`src/rtl/mem_access_ctrl_if.sv`:
```
// Control-unit / memory handshake bundle for mem_access_ctrl.
// The sequencer connects through the slave modport and the control-unit side through master.
interface mem_access_ctrl_if;
    logic       rd_req;
    logic       wr_req;
    logic       mem_ready;
    logic       MARin;
    logic       MDRin;
    logic       read;
    logic       mem_read;
    logic       mem_write;
    logic [1:0] bus_phase;
    logic       busy;
    logic       done;
    logic       err;

    modport slave (
        input  rd_req, wr_req, mem_ready,
        output MARin, MDRin, read, mem_read, mem_write, bus_phase, busy, done, err
    );

    modport master (
        output rd_req, wr_req, mem_ready,
        input  MARin, MDRin, read, mem_read, mem_write, bus_phase, busy, done, err
    );
endinterface

```
`src/rtl/mem_access_ctrl.sv`:
```
// MiniSRC memory-side sequencer: steps MARin, the MDR load/mux, the memory strobes and done.
// Define MEM_TIMEOUT_EN to bound the access wait and flag an expired wait on err.
module mem_access_ctrl #(
    parameter int TIMEOUT_CYCLES = 16,
    parameter int CNT_WIDTH      = 5
) (
    input  logic             clock,
    input  logic             clear_n,
    mem_access_ctrl_if.slave bus
);

    typedef enum logic [2:0] {
        IDLE, MAR_R, MAR_W, DATA_W, ACC_R, ACC_W, CAPT, DONE
    } state_t;

    state_t state, state_nxt;
    logic   timeout_hit;

    if ((2 ** CNT_WIDTH) <= TIMEOUT_CYCLES) begin : g_cnt_width_check
        $error("CNT_WIDTH too narrow to count to TIMEOUT_CYCLES");
    end

    // NOTE: sequential state uses non-blocking assignments so every flop samples pre-edge values.
    always_ff @(posedge clock or negedge clear_n) begin
        if (!clear_n)
            state <= IDLE;
        else
            state <= state_nxt;
    end

`ifdef MEM_TIMEOUT_EN
    logic                 in_acc;
    logic [CNT_WIDTH-1:0] wait_cnt;
    logic                 err_q;

    assign in_acc      = (state == ACC_R) || (state == ACC_W);
    assign timeout_hit = in_acc && !bus.mem_ready &&
                         (wait_cnt == CNT_WIDTH'(TIMEOUT_CYCLES - 1));

    // The counter rests at zero outside the access states, so every entry starts from zero.
    always_ff @(posedge clock or negedge clear_n) begin
        if (!clear_n) begin
            wait_cnt <= '0;
            err_q    <= 1'b0;
        end else begin
            err_q <= timeout_hit;
            if (!in_acc)
                wait_cnt <= '0;
            else if (!bus.mem_ready)
                wait_cnt <= wait_cnt + 1'b1;
        end
    end

    assign bus.err = err_q;
`else
    assign timeout_hit = 1'b0;
    assign bus.err     = 1'b0;
`endif

    // NOTE: every always_comb output gets a default first, so no path can infer a latch.
    always_comb begin
        state_nxt = state;
        case (state)
            IDLE: begin
                if (bus.rd_req)
                    state_nxt = MAR_R;
                else if (bus.wr_req)
                    state_nxt = MAR_W;
            end
            MAR_R:  state_nxt = ACC_R;
            MAR_W:  state_nxt = DATA_W;
            DATA_W: state_nxt = ACC_W;
            ACC_R: begin
                if (bus.mem_ready)
                    state_nxt = CAPT;
                else if (timeout_hit)
                    state_nxt = DONE;
            end
            ACC_W: begin
                if (bus.mem_ready || timeout_hit)
                    state_nxt = DONE;
            end
            CAPT:    state_nxt = DONE;
            DONE:    state_nxt = IDLE;
            default: state_nxt = IDLE;
        endcase
    end

    // Moore decode: outputs depend on the registered state only.
    always_comb begin
        bus.MARin     = 1'b0;
        bus.MDRin     = 1'b0;
        bus.read      = 1'b0;
        bus.mem_read  = 1'b0;
        bus.mem_write = 1'b0;
        bus.bus_phase = 2'b00;
        case (state)
            MAR_R, MAR_W: begin
                bus.MARin     = 1'b1;
                bus.bus_phase = 2'b01;
            end
            DATA_W: begin
                bus.MDRin     = 1'b1;
                bus.bus_phase = 2'b10;
            end
            ACC_R: begin
                bus.mem_read = 1'b1;
                bus.read     = 1'b1;
            end
            CAPT: begin
                bus.mem_read = 1'b1;
                bus.read     = 1'b1;
                bus.MDRin    = 1'b1;
            end
            ACC_W:   bus.mem_write = 1'b1;
            default: ;
        endcase
        bus.busy = (state != IDLE);
        bus.done = (state == DONE);
    end

endmodule

```
`src/flat_wrapper.sv`:
```
// flat-port wrapper written by rule: the top's interface ports become plain ports
module mem_access_ctrl_flat 
#(
    parameter int TIMEOUT_CYCLES = 16,
    parameter int CNT_WIDTH      = 5
)
  (clock, clear_n, bus_rd_req, bus_wr_req, bus_mem_ready, bus_MARin, bus_MDRin, bus_read, bus_mem_read, bus_mem_write, bus_bus_phase, bus_busy, bus_done, bus_err);
  mem_access_ctrl_if bus_i ();
  input  logic clock;
  input  logic clear_n;
  input wire logic [$bits(bus_i.rd_req)-1:0] bus_rd_req;
  input wire logic [$bits(bus_i.wr_req)-1:0] bus_wr_req;
  input wire logic [$bits(bus_i.mem_ready)-1:0] bus_mem_ready;
  output wire logic [$bits(bus_i.MARin)-1:0] bus_MARin;
  output wire logic [$bits(bus_i.MDRin)-1:0] bus_MDRin;
  output wire logic [$bits(bus_i.read)-1:0] bus_read;
  output wire logic [$bits(bus_i.mem_read)-1:0] bus_mem_read;
  output wire logic [$bits(bus_i.mem_write)-1:0] bus_mem_write;
  output wire logic [$bits(bus_i.bus_phase)-1:0] bus_bus_phase;
  output wire logic [$bits(bus_i.busy)-1:0] bus_busy;
  output wire logic [$bits(bus_i.done)-1:0] bus_done;
  output wire logic [$bits(bus_i.err)-1:0] bus_err;
  assign bus_i.rd_req = bus_rd_req;
  assign bus_i.wr_req = bus_wr_req;
  assign bus_i.mem_ready = bus_mem_ready;
  assign bus_MARin = bus_i.MARin;
  assign bus_MDRin = bus_i.MDRin;
  assign bus_read = bus_i.read;
  assign bus_mem_read = bus_i.mem_read;
  assign bus_mem_write = bus_i.mem_write;
  assign bus_bus_phase = bus_i.bus_phase;
  assign bus_busy = bus_i.busy;
  assign bus_done = bus_i.done;
  assign bus_err = bus_i.err;
  mem_access_ctrl #(.TIMEOUT_CYCLES(TIMEOUT_CYCLES), .CNT_WIDTH(CNT_WIDTH)) u_core (.clock(clock), .clear_n(clear_n), .bus(bus_i));
endmodule
```
`config.mk`:
```
export PLATFORM = sky130hd
export DESIGN_NAME = mem_access_ctrl_flat
export DESIGN_NICKNAME = d
export VERILOG_FILES = /design/src/rtl/mem_access_ctrl_if.sv /design/src/rtl/mem_access_ctrl.sv /design/src/flat_wrapper.sv
export SDC_FILE = /design/constraint.sdc
export NUM_CORES = 1
export LEC_CHECK = 0
export BUFFER_PORTS_ARGS = -buffer_cell sky130_fd_sc_hd__buf_2
export CAP_MARGIN = 40
export CORE_AREA = 4 4 41 43
export CTS_CLUSTER_SIZE = 28
export DETAILED_ROUTE_END_ITERATION = 6
export DIE_AREA = 0 0 45 47
export PLACE_DENSITY_LB_ADDON = 0.05
export SYNTH_ARGS = -nofsm -noshare
export SYNTH_HDL_FRONTEND = slang
export SYNTH_SLANG_ARGS = --single-unit
```
`constraint.sdc`:
```
create_clock -name clock -period 1.2 [get_ports clock]
set_input_delay 0.06 -clock clock [delete_from_list [all_inputs] [get_ports clock]]
set_output_delay 0.06 -clock clock [all_outputs]
set_load 0.1 [all_outputs]
```
==> results.cfg <==
[global_route]
overflow = 0
antenna_found_initial = 0
grt_pass1_wl_um = 1270
grt_max_degree = 7
track_usage_pct = 8.78
grt_pass1_vias = 275

[hold_path]
hp-class = in2reg

[setup_path]
crit_path_end_kind = output port
cp_top_family = flip-flops
critPathRequiredTime_ns = 1.14
reg2reg_to = u_core.state[0]
cp.depth = 5
crit_path_start_kind = flop
path_buf_inv = 3
path_class = reg2out
cpPeakStageDelay_ns = 0.41
path_cells = buf_8 -> inv_8 -> nand2_8 -> a21oi_4 -> buf_12
critPathMaxFanout = 5
worstRegToRegCells = 6
cp.arrival_ns = 1.28
critPathSlowestCell = dfrtp_2
cp-endpoint = bus_bus_phase[0]
r2r-start = u_core.state[1]
r2r_slack_ns = 0.07
startpoint = u_core.state[0]

[drt]
antenna_left = 0
viasPerCell = 4.09
wl_um = 783
drc = 0
first_pass_iters = 2
vias = 282
routedWlPerCell_um = 11.3
detail_route.iter0.violations = 1

[sta]
fmax_ghz = 0.748
hold_ws_ns = 0.0892
setup_viol = 9
rsz0062_at_grt = true
layout_setup_ws_ns = -0.137
drv_slew = 0
fin_crit_sh_pct = 111
skew_ns = 0.00343
post-route-min-period_ns = 1.34
hold_violations = 0

[run_status]
violations = setup timing
status = complete, but fails checks

[finish]
final_layout_size_suffix_gt1_share_pct = 77.8
nNetsFinal = 60
layout_common_cells = 9 x buf_12, 7 x buf_6, 5 x buf_2
top_regs = u_core.state x3
diodes = 0
synthToLayoutAreaGrowth_pct = 202
layout_commonest_cell = buf_12
largest_reg_flops = 3
top_register = u_core.state
fillCellCount = 126

[synth]
syn_area_per_cell_sq_um = 7.82
syn_inst = 28
yosysTopAreaCell = dfrtp_1
synth_area_leaders = dfrtp_1 34%, a21oi_1 6.9%, buf_4 6.9%
synth_top_area_share_pct = 34.3
syn_area_sq_um = 219
ys_warn_count = 0
ys_seq_elements = 3
synth_nets = 33
synth_cell_types = 18
ys_seq_area_share_pct = 34.3

[job]
max_cap_violations = 0

[clock_network]
cts-root-buf = clkbuf_4
cts-buffers-inserted = 3
clock_latency_ns = 0.23
clk_path_buf_depth = 2
clock-sinks = 3
h-tree-depth = 1
clk_pin_slew_ns = 0.04
cts_tree = done

[floorplanning]
die_w_um = 45
initial_utilization_pct = 16.8
die-area_sq_um = 2120
die_height_um = 47
rows = 13
ioPinCount = 15
core_sq_um = 1300

[place]
hpwl_um = 548
io_buffers = 13
globalplace.congestion = 0.717
-- through the flow --
step | utilization (%) | cells | area [sq um] | setup slack (ns) | TNS (ns)
6_report | 50.8 | 69 | 661 | -0.137 | -0.766
4_1_cts | 45.9 | 65 | 597 | -0.141 | -0.798
3_5_place_dp | 37.4 | 56 | 487 | 0.00497 | 0
2_1_floorplan | - | 28 | 290 | -0.287 | -0.814
3_3_place_gp | 37.4 | 56 | 487 | 0.0251 | 0
5_1_grt | 50.8 | 69 | 661 | -0.198 | -1.30
-- synth_stat cells --
cell type  number
nand2b_1        1
nand3_1         1
nor2_1          4
nand2_1         2
buf_6           1
and2_1          1
or3_1           1
inv_2           1
conb_1          1
dfrtp_1         3
nor2b_1         1
a21oi_1         3
and3_1          1
o221ai_1        1
buf_2           1
nand3b_1        2
o21a_1          1
buf_4           2
-- layer usage --
layer	share of wire (%)	vias to the layer above	global-route usage, %
met2	59	7	13.6
met1	38	127	10.3
met3	3.1	0	2.30
li1	-	148	-
met4	0	0	7.02
met5	0	-	0
-- cells by family after synthesis --
kind of cell,share of synthesized area (%)
buf+inv,16.0
other cells,1.71
flops,34.3
simple gates,33.7
compound gates,14.3
-- repair_timing --
item | in CTS | in global routing
buffers inserted | 3 | 4
setup endpoints to repair | 9 | 9
hold buffers | 1 | 0
resized for setup | 14 | 8
hold endpoints to repair | 3 | 0
cloned | 1 | 0
pin swaps | 4 | 5
-- final cells by class --
cell class	count	area, sq um	area share, %
timing repair buffer	26	332	50.2
multi-input combinational	20	196	29.7
sequential	3	76.3	11.6
clock buffer	4	26.3	3.98
tap	15	18.8	2.84
inverter	1	11.3	1.70
-- worst min-delay path: cells and delay by family --
| kind | cells | cell delay, ns |
|---|---|---|
| AND/OR/NAND/NOR | 2 | 0.14 |
| buffers and inverters | 1 | 0.08 |
-- how the worst min path moves through the flow --
stage,cells past startpoint,to,startpoint,slack [ns]
floorplan,0,u_core.state[0],clear_n,-0.24
global placement,1,u_core.state[1],clear_n,-0.15
detailed placement,1,u_core.state[2],clear_n,-0.14
CTS,3,u_core.state[1],bus_mem_ready,0.08
global route,3,u_core.state[1],bus_wr_req,0.10
finish,3,u_core.state[1],bus_mem_ready,0.09
Power is left out: the tool's default activity adds up to more than one toggle a clock period on the data nets, which glitch-free logic cannot reach.
